===== config.mk =====
export PLATFORM = sky130hd
export DESIGN_NAME = if_id_skid_reg_flat
export DESIGN_NICKNAME = d
export VERILOG_FILES = /design/src/rtl/if_id_skid_reg_if.sv /design/src/rtl/if_id_skid_reg.sv /design/src/flat_wrapper.sv
export SDC_FILE = /design/constraint.sdc
export NUM_CORES = 1
export LEC_CHECK = 0
export CORE_MARGIN = 8
export CORE_UTILIZATION = 41
export CTS_BUF_LIST = sky130_fd_sc_hd__clkbuf_8 sky130_fd_sc_hd__clkbuf_16
export CTS_CLUSTER_DIAMETER = 200
export CTS_CLUSTER_SIZE = 12
export DETAILED_ROUTE_END_ITERATION = 10
export GPL_ROUTABILITY_DRIVEN = 0
export GPL_TIMING_DRIVEN = 0
export HOLD_SLACK_MARGIN = 0.05
export PLACE_DENSITY = 0.7
export SLEW_MARGIN = 20
export SYNTH_ARGS = -nofsm -noshare
export SYNTH_HDL_FRONTEND = slang
export SYNTH_SLANG_ARGS = --single-unit

===== constraint.sdc =====
create_clock -name clk -period 1.92 [get_ports clk]
set_input_delay 0.384 -clock clk [delete_from_list [all_inputs] [get_ports clk]]
set_output_delay 0.384 -clock clk [all_outputs]
set_load 0.01 [all_outputs]

===== src/rtl/if_id_skid_reg_if.sv =====
// IF->ID handshake bundle: fetch-side valid/ready with PC/instruction, and
// decode-side valid/ready with the pre-decoded main entry.
// slave  = the pipeline register itself
// master = the environment driving fetch and consuming decode
interface if_id_skid_if #(
  parameter int DW = 32
);
  // fetch side
  logic          if_valid;
  logic          if_ready;
  logic [DW-1:0] if_pc;
  logic [DW-1:0] if_inst;
  // decode side
  logic          id_valid;
  logic          id_ready;
  logic [DW-1:0] id_pc;
  logic [DW-1:0] id_inst;
  logic [2:0]    id_imm_sel;
  logic          id_illegal;

  modport slave (
    input  if_valid, if_pc, if_inst, id_ready,
    output if_ready, id_valid, id_pc, id_inst, id_imm_sel, id_illegal
  );

  modport master (
    output if_valid, if_pc, if_inst, id_ready,
    input  if_ready, id_valid, id_pc, id_inst, id_imm_sel, id_illegal
  );
endinterface


===== src/rtl/if_id_skid_reg.sv =====
// IF->ID pipeline register with a 2-entry skid buffer.
// The main entry drives decode; the skid entry absorbs one extra fetch while
// decode stalls, so if_ready can be a pure register (no id_ready -> if_ready
// path). Each entry carries its opcode pre-decode (imm select + illegal flag),
// computed once when the instruction is loaded from fetch.
module if_id_skid_reg #(
  parameter int            DW       = 32,
  parameter logic [DW-1:0] NOP_INST = DW'(32'h0000_0013)
) (
  input  logic             clk,
  input  logic             rst_n,
  input  logic             flush,
  if_id_skid_if.slave      bus
);

  // Occupancy encoded as {main_valid, skid_valid}; {0,1} cannot occur.
  localparam logic [1:0] ST_EMPTY = 2'b00;
  localparam logic [1:0] ST_ONE   = 2'b10;
  localparam logic [1:0] ST_FULL  = 2'b11;

  // RV32 base opcodes recognised by the pre-decoder
  localparam logic [6:0] OP_LOAD   = 7'b0000011;
  localparam logic [6:0] OP_IMM    = 7'b0010011;
  localparam logic [6:0] OP_JALR   = 7'b1100111;
  localparam logic [6:0] OP_STORE  = 7'b0100011;
  localparam logic [6:0] OP_BRANCH = 7'b1100011;
  localparam logic [6:0] OP_JAL    = 7'b1101111;
  localparam logic [6:0] OP_LUI    = 7'b0110111;
  localparam logic [6:0] OP_AUIPC  = 7'b0010111;
  localparam logic [6:0] OP_SYSTEM = 7'b1110011;
  localparam logic [6:0] OP_REG    = 7'b0110011;

  // imm_generator select codes
  localparam logic [2:0] IMM_I   = 3'b000;
  localparam logic [2:0] IMM_S   = 3'b001;
  localparam logic [2:0] IMM_B   = 3'b010;
  localparam logic [2:0] IMM_J   = 3'b011;
  localparam logic [2:0] IMM_U   = 3'b100;
  localparam logic [2:0] IMM_CSR = 3'b101;

  logic [1:0]    state_q, state_d;

  logic [DW-1:0] main_pc_q,   main_pc_d;
  logic [DW-1:0] main_inst_q, main_inst_d;
  logic [2:0]    main_sel_q,  main_sel_d;
  logic          main_ill_q,  main_ill_d;

  logic [DW-1:0] skid_pc_q,   skid_pc_d;
  logic [DW-1:0] skid_inst_q, skid_inst_d;
  logic [2:0]    skid_sel_q,  skid_sel_d;
  logic          skid_ill_q,  skid_ill_d;

  logic          main_valid;
  logic          skid_valid;
  logic          accept;
  logic          consume;
  logic          load_main_from_in;
  logic          load_main_from_skid;
  logic          load_skid_from_in;
  logic [2:0]    in_sel;
  logic          in_ill;

  assign main_valid = state_q[1];
  assign skid_valid = state_q[0];
  assign accept     = bus.if_valid & bus.if_ready;
  assign consume    = main_valid & bus.id_ready;

  // Every output below depends only on registers, never on the *_valid/ready inputs.
  assign bus.if_ready   = ~skid_valid;
  assign bus.id_valid   = main_valid;
  assign bus.id_pc      = main_pc_q;
  assign bus.id_inst    = main_valid ? main_inst_q : NOP_INST;
  assign bus.id_imm_sel = main_sel_q;
  assign bus.id_illegal = main_ill_q;

  // Pre-decode the incoming opcode into {illegal, imm_sel}
  always_comb begin
    in_sel = IMM_I;
    in_ill = 1'b0;
    unique case (bus.if_inst[6:0])
      OP_LOAD, OP_IMM, OP_JALR: in_sel = IMM_I;
      OP_STORE:                 in_sel = IMM_S;
      OP_BRANCH:                in_sel = IMM_B;
      OP_JAL:                   in_sel = IMM_J;
      OP_LUI, OP_AUIPC:         in_sel = IMM_U;
      OP_SYSTEM:                in_sel = IMM_CSR;
      OP_REG:                   in_sel = IMM_I;   // R-type: immediate unused
      default:                  in_ill = 1'b1;
    endcase
  end

  // Occupancy transitions; flush overrides any simultaneous accept/consume
  always_comb begin
    state_d             = state_q;
    load_main_from_in   = 1'b0;
    load_main_from_skid = 1'b0;
    load_skid_from_in   = 1'b0;
    if (flush) begin
      state_d = ST_EMPTY;
    end else begin
      case (state_q)
        ST_EMPTY: begin
          if (accept) begin
            load_main_from_in = 1'b1;
            state_d           = ST_ONE;
          end
        end
        ST_ONE: begin
          if (accept && consume) begin
            load_main_from_in = 1'b1;
          end else if (accept) begin
            load_skid_from_in = 1'b1;
            state_d           = ST_FULL;
          end else if (consume) begin
            state_d = ST_EMPTY;
          end
        end
        ST_FULL: begin
          // if_ready is low here, so only a consume can change anything
          if (consume) begin
            load_main_from_skid = 1'b1;
            state_d             = ST_ONE;
          end
        end
        default: state_d = ST_EMPTY;
      endcase
    end
  end

  // Main entry payload: load from fetch, promote from skid, or hold.
  // Payload is kept on flush/consume so id_pc etc. keep their last value.
  always_comb begin
    main_pc_d   = main_pc_q;
    main_inst_d = main_inst_q;
    main_sel_d  = main_sel_q;
    main_ill_d  = main_ill_q;
    if (load_main_from_in) begin
      main_pc_d   = bus.if_pc;
      main_inst_d = bus.if_inst;
      main_sel_d  = in_sel;
      main_ill_d  = in_ill;
    end else if (load_main_from_skid) begin
      main_pc_d   = skid_pc_q;
      main_inst_d = skid_inst_q;
      main_sel_d  = skid_sel_q;
      main_ill_d  = skid_ill_q;
    end
  end

  // Skid entry payload: only ever loaded from fetch
  always_comb begin
    skid_pc_d   = skid_pc_q;
    skid_inst_d = skid_inst_q;
    skid_sel_d  = skid_sel_q;
    skid_ill_d  = skid_ill_q;
    if (load_skid_from_in) begin
      skid_pc_d   = bus.if_pc;
      skid_inst_d = bus.if_inst;
      skid_sel_d  = in_sel;
      skid_ill_d  = in_ill;
    end
  end

  // Occupancy register; reset drops every buffered entry
  always_ff @(posedge clk or negedge rst_n) begin
    if (!rst_n) begin
      state_q <= ST_EMPTY;
    end else begin
      state_q <= state_d;
    end
  end

  // Main entry payload register
  always_ff @(posedge clk or negedge rst_n) begin
    if (!rst_n) begin
      main_pc_q   <= '0;
      main_inst_q <= NOP_INST;
      main_sel_q  <= IMM_I;
      main_ill_q  <= 1'b0;
    end else begin
      main_pc_q   <= main_pc_d;
      main_inst_q <= main_inst_d;
      main_sel_q  <= main_sel_d;
      main_ill_q  <= main_ill_d;
    end
  end

  // Skid entry payload register
  always_ff @(posedge clk or negedge rst_n) begin
    if (!rst_n) begin
      skid_pc_q   <= '0;
      skid_inst_q <= NOP_INST;
      skid_sel_q  <= IMM_I;
      skid_ill_q  <= 1'b0;
    end else begin
      skid_pc_q   <= skid_pc_d;
      skid_inst_q <= skid_inst_d;
      skid_sel_q  <= skid_sel_d;
      skid_ill_q  <= skid_ill_d;
    end
  end

endmodule


===== src/flat_wrapper.sv =====
// flat-port wrapper written by rule: the top's interface ports become plain ports
module if_id_skid_reg_flat 
#(
  parameter int            DW       = 32,
  parameter logic [DW-1:0] NOP_INST = DW'(32'h0000_0013)
)
  (clk, rst_n, flush, bus_if_valid, bus_if_pc, bus_if_inst, bus_id_ready, bus_if_ready, bus_id_valid, bus_id_pc, bus_id_inst, bus_id_imm_sel, bus_id_illegal);
  if_id_skid_if #(.DW(DW)) bus_i ();
  input  logic clk;
  input  logic rst_n;
  input  logic flush;
  input wire logic [$bits(bus_i.if_valid)-1:0] bus_if_valid;
  input wire logic [$bits(bus_i.if_pc)-1:0] bus_if_pc;
  input wire logic [$bits(bus_i.if_inst)-1:0] bus_if_inst;
  input wire logic [$bits(bus_i.id_ready)-1:0] bus_id_ready;
  output wire logic [$bits(bus_i.if_ready)-1:0] bus_if_ready;
  output wire logic [$bits(bus_i.id_valid)-1:0] bus_id_valid;
  output wire logic [$bits(bus_i.id_pc)-1:0] bus_id_pc;
  output wire logic [$bits(bus_i.id_inst)-1:0] bus_id_inst;
  output wire logic [$bits(bus_i.id_imm_sel)-1:0] bus_id_imm_sel;
  output wire logic [$bits(bus_i.id_illegal)-1:0] bus_id_illegal;
  assign bus_i.if_valid = bus_if_valid;
  assign bus_i.if_pc = bus_if_pc;
  assign bus_i.if_inst = bus_if_inst;
  assign bus_i.id_ready = bus_id_ready;
  assign bus_if_ready = bus_i.if_ready;
  assign bus_id_valid = bus_i.id_valid;
  assign bus_id_pc = bus_i.id_pc;
  assign bus_id_inst = bus_i.id_inst;
  assign bus_id_imm_sel = bus_i.id_imm_sel;
  assign bus_id_illegal = bus_i.id_illegal;
  if_id_skid_reg #(.DW(DW), .NOP_INST(NOP_INST)) u_core (.clk(clk), .rst_n(rst_n), .flush(flush), .bus(bus_i));
endmodule

## Word-level counts from Yosys, hierarchy flattened

Index checks and enable logic that the tools add are counted.

| cells by class | value |
|---|---|
| muxes and demuxes | 28 |
| bitwise logic cells | 3 |
| reduce and logical (&&, ||, !) cells | 6 |
| equal/unequal tests | 16 |
| multiply operators | 0 |
| shift operators | 0 |
| divide/modulo/power cells | 0 |
| $add $sub $neg | 0 |
| order comparisons | 0 |

Operators with widths:

| kind | count |
|---|---|
| 32-bit 2-to-1 mux | 5 |
| 7-bit == test (second input constant) | 4 |
| 7-bit by 6-bit == test with 1-bit output (second input constant) | 3 |
| 3-bit case mux with 5 select lines | 1 |
| 7-bit by 5-bit == test with 1-bit output (second input constant) | 2 |
| 1-bit 2-to-1 mux | 12 |
| 2-bit 2-to-1 mux | 6 |
| 10-bit OR reduction | 1 |
| 7-bit by 2-bit == test with 1-bit output (second input constant) | 1 |
| 3-bit 2-to-1 mux | 2 |
| 3-bit by 2-bit != test with 1-bit output (second input constant) | 2 |
| 2-bit case mux with 3 select lines | 1 |
| 2-bit == test (second input constant) | 2 |
| 4-bit by 2-bit != test with 1-bit output (second input constant) | 1 |
| 4-bit AND reduction | 1 |
| 3-bit != test (second input constant) | 1 |
| 1-bit AND | 2 |
| 2-bit zero test | 1 |
| 1-bit case mux with 2 select lines | 1 |
| 2-bit nonzero test | 1 |
| 2-bit OR reduction | 1 |
| 1-bit logical AND | 1 |
| 1-bit NOT | 1 |

| word-level totals | value |
|---|---|
| flip-flop bits (word level) | 138 |
| latch bits | 0 |
| output and inout port bits | 70 |
| memory bits (writable) | 0 |
| ROM bits | 0 |
| memories kept | 0 |

## Depth between registers and ports, before layout

| depth | value |
|---|---|
| word-level depth | 7 |
| gate-level depth with buffers | 10 |

## Worst setup path before layout

Ideal clock, no wire load.

| timing path | value |
|---|---|
| path type | register to register |
| from | reg u_core.state_q[1] |
| to | reg u_core.state_q[0] |
| data arrival time | 1895 ps |
| setup slack | -100 ps |
| setup time | 125 ps |
| path buffers | 2 |
| cell stages (with the launch flop) | 8 |
| cell sequence | dfrtp_1 buf_6 clkbuf_1 inv_1 ha_1 and2_2 a221oi_1 mux2_2 |

| on the way | value |
|---|---|
| cells in the longest elaborated chain, start to end | 4 |

RTL lines:

| item | RTL line | text |
|---|---|---|
| start, declared | if_id_skid_reg.sv:41 | `logic [1:0] state_q, state_d;` |
| start signal, assigned | if_id_skid_reg.sv:169 | `state_q <= state_d;` |
| 1-bit AND | if_id_skid_reg.sv:66 | `assign consume = main_valid & bus.id_ready;` |
| 1-bit logical AND | if_id_skid_reg.sv:109 | `if (accept && consume) begin` |
| 3-bit != test (no line) | n/a |  |
| 4-bit AND reduction (no line) | n/a |  |

Several ways; a longest one is shown, not always the timed one.
A chain may end at the register's enable or synchronous reset.

## Final worst setup path

| timing path | value |
|---|---|
| from | reg u_core.state_q[1] |
| to | out bus_id_inst[31] |

| on the way | value |
|---|---|
| cells in the longest elaborated chain, start to end | 1 |

RTL lines:

| item | RTL line | text |
|---|---|---|
| 32-bit 2-to-1 mux | if_id_skid_reg.sv:72 | `assign bus.id_inst = main_valid ? main_inst_q : NOP_INST;` |
| end, declared | flat_wrapper.sv:19 | `output wire logic [$bits(bus_i.id_inst)-1:0] bus_id_inst;` |

Every way passes these cells.

==> metrics.md <==
| Metric | Value |
|---|---|
| Syn nets | 730 |
| Status | finished clean |
| Leading area contributor after synthesis | dfrtp_1 |
| Port Buf Inserts | roughly 140 |
| Post-synth top area share | 0.526 |
| Final period utilization | 0.977 |
| P_leak | around 4.6 nW |
| Post-synth ARST share | 1.00 |
| Net count, final | approximately 900 |
| Peak supply drop | 640 uV |
| Hold slack final | 301 ps |
| Via density | 5.14 |
| Total power draw | approximately 13 mW |
| Synth Instances | 657 |
| Die W | 140 um |
| Total I/O pin count | between 100 and 150 |
| # clock sinks | 138 |
| Die height | 140 um |
| RSZ-0062 raised after global routing | yes |
| DR pass1 iterations | 4 |
| Final setup TNS | 0 ps |
| Die area | 0.0195 mm2 |
| Initial Util | 0.416 |
| Slowest stage delay, CP | 390 ps |
| Final setup viols | 0 |
| Yosys warns | 0 |
| Top post-synthesis cells by area | dfrtp_1, nand2_1, mux2i_1 |
| Final instance area | ~0.009 mm2 |
| Startpoint types | flip-flop |
| Hold Path Class | input pin to flip-flop |
| Top Layer Used | met4 |
| Initial antenna violation count | 0 |
| Total number of vias | 5,266 |
| Finished Layout Cells | 1,024 |
| Setup WS pre-CTS | -609 ps |
| Netlist cell types | 42 |
| Mapped cell area | approximately 0.0063 mm2 |
| Final ANT Viol Nets | 0 |
| Top-count cell post-synth | nand2_1 |
| Largest net degree at the start of global routing | 88 |
| Final worst slack | about 44 ps |
| Reg power frac | 0.388 |
| Avg Inst Size Synth | 9.56 um2 |
| Clock Tree Buf Depth | 2 |
| Routed met3 length | 1160 um |
| DR WL/cell | 17.5 um |
| Most frequent CP cell | buf_6 |
| Layout area overhead | 42.2% |
| Clock power share | 0.280 |
| Kind of critical path | flip-flop to output pin |
| # DRC | 0 |
| Row cnt | 45 |
| Final Max Tran Viols | 0 |
| Global-route wire length before repair | 28,200 um |
| Synth top cells by count | nand2_1, dfrtp_1, mux2i_1 |
| Reg2Reg Setup Slack | 60 ps |
| Combinational share of power | 0.332 |
| FILL cells | ~1.3k |
| Tmin final | 1880 ps |
| Hold Vio Cnt, Final | 0 |
| 1st-iter DRT viols | between 300 and 400 |
| Core Area | between 0.015 and 0.02 mm2 |
| Highest-delay cell along the critical path | dfrtp_1 |
| Post-Route Skew | 6.36 ps |
| Pwr/cell area | about 1400 mW/mm2 |
| Vias in the first global route | 5,305 |
| EDFF count, synth | 0 |
| CP Cell Sequence | buf_6, buf_8, clkbuf_16, and2_4, buf_6 |
| Global route overflow | 0 |
| CTS tree | built |
| Switch Pwr | slightly below 4 mW |
| Cts bufs inserted | 17 |
| Seq/Total Area, Yosys | 0.551 |
| Cell total after placement | 981 |
| Tot GR Track Use | 0.182 |
| Cell internal pwr | 8.77 mW |
| Clk_lat worst skew | 420 ps |
| Seq cells post-synth | 138 |
| Max Freq | 533 MHz |
| Arrival time at the worst endpoint | roughly 1500 ps |
| Share of cells above drive strength 1 | 0.165 |
| Placed Area | ~0.0079 mm2 |
| Max_slew headroom | 0.688 |
| Ys flop type | dfrtp_1 |
| Antenna diodes | 0 |
| Critical Path Fanout Max | 5 |
| Layout Utilization | 0.592 |
| Crit. End Element | output pin |
| CTS clk-pin slew, worst paths | 60 ps |
| Met2 Wirelength | 8600 um |
| H-tree Lvls | 4 |
| Slew @ Worst Pin | 468 ps |
| Root buffer cell | clkbuf_16 |
| WL met1 | slightly below 8000 um |
| WL final | 17,900 um |
| Switching Share | 0.312 |
| WP data required | approximately 1500 ps |
| Maxcap violations | 0 |
| Dpl hpwl | 12,000 um |
power groups by stage:
stage | clock network [mW] | logic, mW | registers, mW
after global routing | 3.76 | 4.65 | 5.10
after global placement | 0 | 3.71 | 4.90
after detailed placement | 0 | 3.84 | 4.98
after CTS | 3.63 | 4.03 | 4.93
final | 3.56 | 4.23 | 4.95
after floorplan | 0 | 1.87 | 4.95
cell usage in the layout (no fill, tap or decap), types with 7 or more instances in the layout:
| cell type | n |
|---|---|
| and2_1 | 21 |
| buf_6 | 17 |
| clkdlybuf4s15_1 | 9 |
| mux2i_1 | 68 |
| and2_4 | 8 |
| clkbuf_2 | 19 |
| clkdlybuf4s50_1 | 101 |
| dfrtp_1 | 131 |
| nand2b_1 | 7 |
| buf_8 | 7 |
| o21ai_1 | 9 |
| buf_2 | 8 |
| nand2_1 | 262 |
| o21ai_0 | 58 |
| clkbuf_16 | 22 |
what timing repair did:
action	in CTS	in global routing
pin swaps	1	4
hold buffers	1	0
buffers inserted	6	3
hold endpoints to repair	45	0
gates resized for setup	130	68
cloned	1	1
endpoints found under the setup margin	170	156
worst paths after layout:
check / from / to / cells after the start
max: u_core.state_q[1] / bus_id_inst[31] / 5
min: flush / u_core.state_q[1] / 3
max reg2reg: u_core.state_q[0] / u_core.skid_pc_q[10] / 8
min reg2reg: u_core.skid_inst_q[4] / u_core.skid_inst_q[4] / 2
max in group asynchronous: rst_n / u_core.bus.id_pc[10] / 3
min in group asynchronous: rst_n / u_core.skid_inst_q[11] / 2
worst max-delay path, delay by kind of cell, from the launching register on:
family | cells | cell delay [ps]
flops | 1 | 390
buf+inv | 4 | 540
simple gates | 1 | 140
layer usage:
layer / up-vias / GRT usage
li1: 2474 / -
met1: 2596 / 0.229
met2: 178 / 0.289
met3: 18 / 0.0622
met4: 0 / 0.0549
met5: - / 0
cell families after synthesis:
group	synth area share
DFF	0.551
xor gates and xnor gates	0.00279
muxes	0.114
buffers and inverters	0.0391
AOI/OAI and AO/OA	0.0678
adders and majority gates	0.00797
and+or+nand+nor	0.217
layout make-up:
type / instances / area, um2 / share of cell area
Buffer: 42 / 470 / 0.0527
Clock buffer: 18 / 439 / 0.0492
Clock inverter: 14 / 203 / 0.0227
Inverter: 3 / 13.8 / 0.00154
Multi-Input combinational cell: 473 / 2660 / 0.298
Sequential cell: 138 / 3460 / 0.388
Tap cell: 188 / 235 / 0.0263
Timing Repair Buffer: 148 / 1440 / 0.162
flip-flops by register name, indices dropped and copies added (netlist names):
signal,cells
u_core.bus.id_pc,32
u_core.main_inst_q,32
u_core.skid_inst_q,32
u_core.skid_pc_q,32
u_core.bus.id_imm_sel,3
u_core.skid_sel_q,3
u_core.state_q,2
u_core.bus.id_illegal,1
u_core.skid_ill_q,1
Power figures use the tool's default switching activity.
